`src/rtl/tick_pkg.sv`:
```
// Shared constants and helpers for the programmable tick generators.
package tick_pkg;

  // One-second divisors for the common system clocks. The 100 MHz value needs CNT_W >= 27.
  typedef enum int unsigned {
    DIV_1S_50MHZ  = 50_000_000,
    DIV_1S_100MHZ = 100_000_000
  } one_sec_div_e;

  localparam int CNT_W_DEF = 26;

  function automatic int sel_width(input int n);
    return (n > 1) ? $clog2(n) : 1;
  endfunction

endpackage

```
`src/rtl/tick_channel.sv`:
```
// One tick channel: counter, active/pending divisor pair, one-shot armed flag and registered tick.
module tick_channel
  import tick_pkg::*;
#(
  parameter int          CNT_W       = CNT_W_DEF,
  parameter int unsigned DEFAULT_DIV = DIV_1S_50MHZ
) (
  input  logic             clk,
  input  logic             rst,
  input  logic             en_i,
  input  logic             oneshot_i,
  input  logic             restart_i,
  input  logic             wr_i,
  input  logic [CNT_W-1:0] div_i,
  output logic             tick_o,
  output logic             busy_o
);

  localparam logic [CNT_W-1:0] DIV_RST = CNT_W'(DEFAULT_DIV);

  logic [CNT_W-1:0] cnt_q, cnt_d;
  logic [CNT_W-1:0] div_act_q, div_act_d;
  logic [CNT_W-1:0] div_pend_q, div_pend_d;
  logic [CNT_W-1:0] div_eff;
  logic             armed_q, armed_d;
  logic             tick_q, tick_d;
  logic             busy_q;
  logic             run;
  logic             term;

  assign div_eff = (div_act_q == '0) ? CNT_W'(1) : div_act_q;
  assign run     = en_i & (armed_q | ~oneshot_i);
  // >= rather than == so a divisor shrunk below a held count terminates instead of wrapping.
  assign term    = run & (cnt_q >= (div_eff - CNT_W'(1)));

  always_comb begin
    div_pend_d = wr_i ? div_i : div_pend_q;
    cnt_d      = cnt_q;
    div_act_d  = div_act_q;
    armed_d    = oneshot_i ? armed_q : 1'b1;
    tick_d     = 1'b0;
    if (restart_i) begin
      cnt_d     = '0;
      armed_d   = 1'b1;
      div_act_d = div_pend_d;
    end else if (term) begin
      cnt_d     = '0;
      tick_d    = 1'b1;
      div_act_d = div_pend_d;
      if (oneshot_i) armed_d = 1'b0;
    end else begin
      if (run) cnt_d = cnt_q + CNT_W'(1);
      if (wr_i && !en_i) div_act_d = div_i;
    end
  end

  always_ff @(posedge clk) begin
    if (rst) begin
      cnt_q      <= '0;
      div_act_q  <= DIV_RST;
      div_pend_q <= DIV_RST;
      armed_q    <= 1'b1;
      tick_q     <= 1'b0;
      busy_q     <= 1'b0;
    end else begin
      cnt_q      <= cnt_d;
      div_act_q  <= div_act_d;
      div_pend_q <= div_pend_d;
      armed_q    <= armed_d;
      tick_q     <= tick_d;
      busy_q     <= run;
    end
  end

  assign tick_o = tick_q;
  assign busy_o = busy_q;

endmodule

```
`src/rtl/multi_tick_gen.sv`:
```
// N-channel programmable tick generator: divisor-write decode in front of independent channels.
module multi_tick_gen
  import tick_pkg::*;
#(
  parameter int          NUM_CH      = 4,
  parameter int          CNT_W       = CNT_W_DEF,
  parameter int unsigned DEFAULT_DIV = DIV_1S_50MHZ
) (
  input  logic                         clk,
  input  logic                         rst,
  input  logic [NUM_CH-1:0]            ch_en,
  input  logic [NUM_CH-1:0]            ch_oneshot,
  input  logic [NUM_CH-1:0]            ch_restart,
  input  logic                         cfg_we,
  input  logic [sel_width(NUM_CH)-1:0] cfg_sel,
  input  logic [CNT_W-1:0]             cfg_div,
  output logic [NUM_CH-1:0]            tick,
  output logic [NUM_CH-1:0]            ch_busy
);

  localparam int SEL_W = sel_width(NUM_CH);

  logic [NUM_CH-1:0] wr_sel;

  // Out-of-range selects match no channel and are dropped.
  always_comb begin
    wr_sel = '0;
    for (int i = 0; i < NUM_CH; i++) begin
      if (cfg_we && (cfg_sel == SEL_W'(i))) wr_sel[i] = 1'b1;
    end
  end

  for (genvar g = 0; g < NUM_CH; g++) begin : g_ch
    tick_channel #(
      .CNT_W       (CNT_W),
      .DEFAULT_DIV (DEFAULT_DIV)
    ) u_ch (
      .clk       (clk),
      .rst       (rst),
      .en_i      (ch_en[g]),
      .oneshot_i (ch_oneshot[g]),
      .restart_i (ch_restart[g]),
      .wr_i      (wr_sel[g]),
      .div_i     (cfg_div),
      .tick_o    (tick[g]),
      .busy_o    (ch_busy[g])
    );
  end

endmodule

```
`config.mk`:
```
export PLATFORM = sky130hd
export DESIGN_NAME = multi_tick_gen
export DESIGN_NICKNAME = d
export VERILOG_FILES = /design/src/rtl/tick_pkg.sv /design/src/rtl/tick_channel.sv /design/src/rtl/multi_tick_gen.sv
export SDC_FILE = /design/constraint.sdc
export NUM_CORES = 1
export LEC_CHECK = 0
export ABC_AREA = 1
export CAP_MARGIN = 0
export CORE_ASPECT_RATIO = 1.75
export CORE_UTILIZATION = 65
export DETAILED_ROUTE_END_ITERATION = 8
export GPL_ROUTABILITY_DRIVEN = 1
export PLACE_DENSITY = 0.83
export SETUP_SLACK_MARGIN = 0.5
export SLEW_MARGIN = 20
export SYNTH_ARGS = -nofsm -noshare
export SYNTH_HDL_FRONTEND = slang
export SYNTH_SLANG_ARGS = --single-unit
```
`constraint.sdc`:
```
create_clock -name clk -period 11.58 [get_ports clk]
set_input_delay 1.158 -clock clk [delete_from_list [all_inputs] [get_ports clk]]
set_output_delay 1.158 -clock clk [all_outputs]
set_load 0.05 [all_outputs]
```
==> metrics, run 1 <==
synthesized cell area=19,200 um^2; Synthesized Nets=between 3,000 and 4,000; residual DRC count=0; worst slew margin relative to its limit=26.8%; max-slew violations=0; total of flip-flops plus latches after synthesis=about 320; Clock Tree Buf Depth=3; number of hold buffers added after CTS=0; global-route wire length before repair=roughly 79,000 um; final estimated routing congestion in global placement=around 0.95; clock insertion delay at the later pin of the skew report=about 0.58 ns; drt first pass iters=6; crit path DAT=5.85 ns; total global-route track usage=31.7%; post-synthesis cell count=about 2,900; hold slack=0.460 ns; detailed-placement wirelength estimate=~36,000 um; Worst Clk Skew=about 0.0098 ns; clk sinks=~320; number of warning messages in the yosys log=0; number of violations reported at the end of detailed-routing iteration 0=roughly 1,200; P per Cell Area=approximately 120 nW/um^2; Diodes inserted=0; Core Box Area=29,200 um^2; family of cells with the greatest summed delay on the critical path=simple AND/OR/NAND/NOR gates; required time worst endpoint=about 12 ns; Distinct cells, synth=between 40 and 50; GR Overflow Total=0; most instantiated flip-flop cell in the synthesis netlist=sky130_fd_sc_hd__dfxtp_1; postcts setup bufs=0; DP Worst Slack=approximately 6.2 ns; portion of synthesized cell area occupied by the leading cell type=about a third; horizontal extent of the die=132 um; Die Area=between 30,000 and 40,000 um^2; maximum resistive drop on vdd=between 0.0001 and 0.00015 V; number of max-cap violations=0; area delta synth->final=7.88%; Buf+Inv Stages, Crit Path=3; chip height=roughly 230 um; critical path launch point type=register; htree depth=1; number of synthesized flops with an enable pin=0; part of the Yosys area used for sequential elements=around 34%; Synth area leaders=sky130_fd_sc_hd__dfxtp_1 34%, sky130_fd_sc_hd__nand2_1 13%, sky130_fd_sc_hd__nor2_1 8.6%; initial core utilization=65.9%; overall routed net length=approximately 49,000 um; Inserted Clock Buffers=30; final net count=roughly 3,000; critical path fanouts, max=44; row count=83; least setup slack across all paths after layout=6.16 ns; maximum number of pins on one net before global-route repair=approximately 100; most used cells in the layout excluding fill and tap cells=656 x sky130_fd_sc_hd__nand2_1, 439 x sky130_fd_sc_hd__nor2_1, 324 x sky130_fd_sc_hd__dfxtp_1; cell taking the most area after synthesis=sky130_fd_sc_hd__dfxtp_1; ports placed on the boundary=between 50 and 60; outcome=complete, no violations; Finished Core Util=between 70% and 80%; Fillers=between 2,000 and 3,000; sum of negative setup slack=0 ns; CTS tree=yes; ratio of cells with drive above 1 in the final layout=a little under 5%; leakage dissipation=approximately 0.0092 uW; final period demand of the worst path=5.42 ns; Critical Path Max Stage Delay=~0.76 ns; port buffer count=50; WS Path Type=register to register; number of hold violations in the final report=0; number of vias per cell=about 5.6; clock edge transition at the registers on the reported setup and hold paths=0.07 ns; type of destination of the critical path=register; cell chosen for the clock root=sky130_fd_sc_hd__clkbuf_16; average size of a mapped cell=~6.7 um^2; antenna-violating nets left=0; via count of the first global-routing pass=17,000; antenna violations before repair=0; async set-reset flop share out of synthesis=0%; final cycle utilization of the critical path=a little under half; cell with the most instances on the worst path=sky130_fd_sc_hd__nand2_1; final setup violation count=0; Hold/Removal Path Class=register to register; critical path's slowest cell=sky130_fd_sc_hd__nand2_1; most common library cell in the layout ignoring fill and taps=sky130_fd_sc_hd__nand2_1; actual transition at the worst max-transition pin=~1.1 ns; routed via count=18,100; post-cts resize count=0; wire per inst=15.0 um; setup repair after global routing missed its margin=false; highest clock frequency the design can meet=roughly 180 MHz
==> kinds of logic after synthesis <==
kind of cell / count (synthesis) / share of synthesized area, %
and+or+nand+nor: 1589 / 35.8
DFF: 324 / 33.7
adders and majority gates: 112 / 7.28
buffers and inverters: 403 / 8.49
AOI/OAI and AO/OA: 256 / 6.93
xor gates and xnor gates: 153 / 6.96
muxes: 16 / 0.832
==> power breakdown <==
part | internal [uW] | switching (uW) | total [uW]
clock network | 574 | 436 | 1010
logic | 112 | 212 | 324
registers | 1150 | 33.3 | 1190
==> registers in the layout, summed over array words and instances (netlist names) <==
signal	flops
g_ch.u_ch.tick_o	4
g_ch.u_ch.div_act_q	104
g_ch.u_ch.busy_o	4
g_ch.u_ch.div_pend_q	104
g_ch.u_ch.armed_q	4
g_ch.u_ch.cnt_q	104
==> metrics by stage <==
stage          power [uW]  cell area (um^2)  std cells
6_report             2520             20800       3241
5_1_grt              2620             20800       3241
4_1_cts              2530             20800       3241
3_5_place_dp         1530             19700       3185
3_3_place_gp         1520             19700       3185
2_1_floorplan        1440             19200       2853
==> worst register-to-register path, delay by kind of cell (launching register included) <==
family | cells | cell delay [ns]
simple gates | 17 | 2.88
xor+xnor | 1 | 0.18
flops | 1 | 0.43
buf+inv | 3 | 0.60
compound gates | 3 | 0.73
fa+ha+maj | 2 | 0.46
==> final timing paths <==
kind                                            from                                      end  slack [ns]  cells past startpoint
min reg2reg          g_ch[1].u_ch.armed_q$_SDFF_PP1_          g_ch[1].u_ch.armed_q$_SDFF_PP1_        0.46                      2
max reg2reg  g_ch[1].u_ch.div_act_q[16]$_SDFFE_PP0P_  g_ch[1].u_ch.div_act_q[12]$_SDFFE_PP1P_        6.16                     26
max          g_ch[1].u_ch.div_act_q[16]$_SDFFE_PP0P_  g_ch[1].u_ch.div_act_q[12]$_SDFFE_PP1P_        6.16                     26
min                  g_ch[1].u_ch.armed_q$_SDFF_PP1_          g_ch[1].u_ch.armed_q$_SDFF_PP1_        0.46                      2
==> Yosys cell counts, drive strengths merged (2+ instances only) <==
cell type,count
a211oi,2
nor3,61
inv,294
nand2,669
a21oi,87
nand3b,3
clkinv,2
nor2,454
dfxtp,324
or2,32
buf,49
and3,3
mux2i,16
nor3b,7
clkbuf,58
ha,112
xor2,86
o21bai,4
o21ai,149
a21o,9
nand3,296
nand4,46
xnor2,67
nor4,18
==> layout make-up <==
type                       instances  area, um^2  share of cell area [%]
timing repair buffer              57         551                    2.65
clock buffer                      47         936                    4.51
sequential                       324        6490                    31.2
tap                              382         478                    2.30
multi-input combinational       2126       11100                    53.6
clock inverter                     9        70.1                   0.338
inverter                         296        1110                    5.36
==> layer usage <==
metal	track usage, %	vias to the layer above	wire, um
met3	3.10	161	2190
met2	58.4	505	24400
li1	-	9127	-
met5	0	-	0
met1	34.0	8297	18900
met4	21.4	0	3350
Power figures use the tool's default switching activity.
==> run 2, diff against run 1 <==
--- a/config.mk
+++ b/config.mk
@@ -8,10 +8,10 @@
 export ABC_AREA = 1
 export CAP_MARGIN = 0
 export CORE_ASPECT_RATIO = 1.75
-export CORE_UTILIZATION = 65
+export CORE_UTILIZATION = 57
 export DETAILED_ROUTE_END_ITERATION = 8
 export GPL_ROUTABILITY_DRIVEN = 1
-export PLACE_DENSITY = 0.83
+export PLACE_DENSITY = 0.77
 export SETUP_SLACK_MARGIN = 0.5
 export SLEW_MARGIN = 20
 export SYNTH_ARGS = -nofsm -noshare
==> constraint.sdc (replaced) <==
create_clock -name clk -period 4.85 [get_ports clk]
set_input_delay 0.485 -clock clk [delete_from_list [all_inputs] [get_ports clk]]
set_output_delay 0.485 -clock clk [all_outputs]
set_load 0.05 [all_outputs]
==> metrics, run 2 (synthesis gave the netlist of run 1 again) <==
outcome=complete, no violations; drt first pass iters=5 (-1); Die Area=34,500 um^2 (+14%); Worst Clk Skew=0.00995 ns (+0.000187 ns); net load switching power=1670 uW (+150%); Reg2Reg Setup Slack=0.66 ns (-5.50 ns); wire per inst=15.2 um (+0.93%); Finished Core Util=64.8% (-6.3 points); row count=88 (+6.0%); hold slack=0.388 ns (-0.0727 ns); Fillers=3,004 (+20%); sum of negative setup slack=0 ns (unchanged); Combinational Power Share=13.1% (+0.2 points); Post-Place Cell Area=19,900 um^2 (+0.96%); crit path DAT=4.69 ns (-1.16 ns); chip height=245 um (+6.7%); htree depth=1 (unchanged); Hold/Removal Path Class=input pin to register; number of hold violations in the final report=0 (unchanged); horizontal extent of the die=141 um (+6.7%); number of vias per cell=5.37 (-3.7%); GR Overflow Total=0 (unchanged); number of violations reported at the end of detailed-routing iteration 0=1,128 (-5.1%); cell-internal power=4560 uW (+150%); via count of the first global-routing pass=16,800 (-1.1%); clock edge transition at the registers on the reported setup and hold paths=0.07 ns (about the same); ratio of cells with drive above 1 in the final layout=7.83% (+2.9 points); critical path launch point type=register; maximum resistive drop on vdd=0.000503 V (+300%); Clock Tree Buf Depth=3 (unchanged); leakage dissipation=0.00945 uW (+2.9%); proportion of total power due to net switching=26.8% (-0.22 points); cell chosen for the clock root=sky130_fd_sc_hd__clkbuf_16; clk sinks=324 (unchanged); CTS tree=yes; final cycle utilization of the critical path=86.4% (+40 points); actual transition at the worst max-transition pin=1.06 ns (-0.0384 ns); worst slew margin relative to its limit=29.2% (+2.5 points); initial core utilization=58.1% (-7.9 points); final period demand of the worst path=4.19 ns (-1.23 ns); ports placed on the boundary=51 (unchanged); max-slew violations=0 (unchanged); P per Cell Area=290 nW/um^2 (+140%); number of max-cap violations=0 (unchanged); area delta synth->final=11.6%; total power draw=6240 uW (+150%); Reg power frac=45.5% (-1.6 points); overall routed net length=50,700 um (+3.9%); residual DRC count=0 (unchanged); final estimated routing congestion in global placement=0.954 (+0.24%); area of all placed cells without fillers=21,500 um^2 (+3.5%); most common library cell in the layout ignoring fill and taps=sky130_fd_sc_hd__nand2_1; routed via count=17,900 (-0.91%); most used cells in the layout excluding fill and tap cells=652 x sky130_fd_sc_hd__nand2_1, 433 x sky130_fd_sc_hd__nor2_1, 295 x sky130_fd_sc_hd__dfxtp_1; final setup violation count=0 (unchanged); setup repair after global routing missed its margin=true; global-route wire length before repair=80,400 um (+1.4%); type of destination of the critical path=register; Diodes inserted=0 (unchanged); antenna violations before repair=0 (unchanged); maximum number of pins on one net before global-route repair=67 (-36%); clock insertion delay at the later pin of the skew report=0.58 ns (about the same); detailed-placement wirelength estimate=36,800 um (+2.9%); leading registers by flop count=g_ch.u_ch.cnt_q (104), g_ch.u_ch.div_act_q (104), g_ch.u_ch.div_pend_q (104); highest clock frequency the design can meet=239 MHz (+29%); Inserted Clock Buffers=31 (+3.3%); total global-route track usage=28.6% (-3.1 points); required time worst endpoint=5.35 ns (-6.65 ns); critical path fanouts, max=43 (-2.3%); port buffer count=50 (unchanged); WS Path Type=register to register; final net count=3,017 (+0.90%); part of the total power dissipated in the clock network=41.4% (+1.3 points); Core Box Area=33,100 um^2 (+14%); antenna-violating nets left=0 (unchanged)
==> run 2: cell count changes in the layout (fill, tap and decap cells not counted), moves of 5 or more <==
| cell | delta |
|---|---|
| sky130_fd_sc_hd__buf_12 | +7 |
| sky130_fd_sc_hd__buf_4 | +13 |
| sky130_fd_sc_hd__clkbuf_8 | -5 |
| sky130_fd_sc_hd__dfxtp_1 | -29 |
| sky130_fd_sc_hd__dfxtp_2 | +29 |
| sky130_fd_sc_hd__nand3_1 | -5 |
| sky130_fd_sc_hd__nand3_2 | +5 |
| sky130_fd_sc_hd__nor2_1 | -6 |
| sky130_fd_sc_hd__nor3_1 | -5 |
| sky130_fd_sc_hd__o21ai_0 | -16 |
| sky130_fd_sc_hd__o21ai_1 | +13 |
==> run 2: layout make-up <==
class	count	area [um^2]	share of cell area [%]
Multi-Input combinational cell	2127	11300	52.7
Sequential cell	324	6520	30.4
Inverter	296	1110	5.18
Timing Repair Buffer	82	893	4.16
Clock buffer	44	875	4.07
Tap cell	450	563	2.62
Clock inverter	13	196	0.914
==> run 2: timing repair <==
action                     4_1_cts  5_1_grt
buffers inserted                 0        8
setup endpoints to repair      123      213
gates cloned                     0        4
resized for setup               11      103
pin swaps                        0        7
hold buffers                     0        0
==> run 2: metrics by stage <==
stage | setup WS, ns | cells
4_1_cts | 0.525 | 3324
3_5_place_dp | 0.175 | 3267
6_report | 0.659 | 3336
5_1_grt | 0.397 | 3336
3_3_place_gp | 0.353 | 3267
2_1_floorplan | 1.21 | 2853
==> run 2: worst paths after layout <==
path / from / to / cells after the start
hold reg to reg: g_ch[3].u_ch.armed_q$_SDFF_PP1_ / g_ch[3].u_ch.armed_q$_SDFF_PP1_ / 2
setup reg to reg: g_ch[1].u_ch.div_act_q[16]$_SDFFE_PP0P_ / g_ch[1].u_ch.cnt_q[2]$_SDFFE_PP0P_ / 26
hold / removal: rst / g_ch[2].u_ch.busy_o$_SDFF_PP0_ / 2
setup / recovery: g_ch[1].u_ch.div_act_q[16]$_SDFFE_PP0P_ / g_ch[1].u_ch.cnt_q[2]$_SDFFE_PP0P_ / 26
==> run 2: metal layers <==
metal | GRT usage, % | share of wire (%) | vias up
met5 | 0 | 0 | -
met4 | 17.8 | 6.0 | 0
met3 | 3.20 | 3.6 | 134
met2 | 53.0 | 52 | 378
met1 | 30.7 | 39 | 8249
li1 | - | - | 9165
==> run 2: power groups by stage <==
| stage | clock [uW] | sequential, uW | combinational (uW) |
|---|---|---|---|
| after floorplan | 0 | 2870 | 569 |
| after global placement | 0 | 2880 | 752 |
| after detailed placement | 0 | 2890 | 770 |
| after CTS | 2610 | 2830 | 781 |
| after global routing | 2730 | 2850 | 913 |
| final | 2580 | 2840 | 816 |
==> run 2: worst max-delay path, cell delays in order, from the launching register on <==
cell and delay, ns:
sky130_fd_sc_hd__dfxtp_2 0.38, sky130_fd_sc_hd__nor2_1 0.08, sky130_fd_sc_hd__nand2_1 0.10, sky130_fd_sc_hd__nor2_1 0.07, sky130_fd_sc_hd__nor3b_2 0.17, sky130_fd_sc_hd__nand3_1 0.07, sky130_fd_sc_hd__nand2_1 0.10, sky130_fd_sc_hd__inv_1 0.10
sky130_fd_sc_hd__ha_2 0.20, sky130_fd_sc_hd__nand3_2 0.12, sky130_fd_sc_hd__nor2_2 0.14, sky130_fd_sc_hd__inv_1 0.13, sky130_fd_sc_hd__nor4_4 0.41, sky130_fd_sc_hd__nand2_1 0.11, sky130_fd_sc_hd__xor2_1 0.16, sky130_fd_sc_hd__ha_1 0.28
sky130_fd_sc_hd__nand2_1 0.14, sky130_fd_sc_hd__a21oi_1 0.07, sky130_fd_sc_hd__nor2_1 0.10, sky130_fd_sc_hd__nand2_1 0.07, sky130_fd_sc_hd__a21oi_1 0.12, sky130_fd_sc_hd__nand3_1 0.15, sky130_fd_sc_hd__nand2_2 0.16, sky130_fd_sc_hd__buf_12 0.22
sky130_fd_sc_hd__nand2_1 0.12, sky130_fd_sc_hd__buf_12 0.17, sky130_fd_sc_hd__nor3b_1 0.16
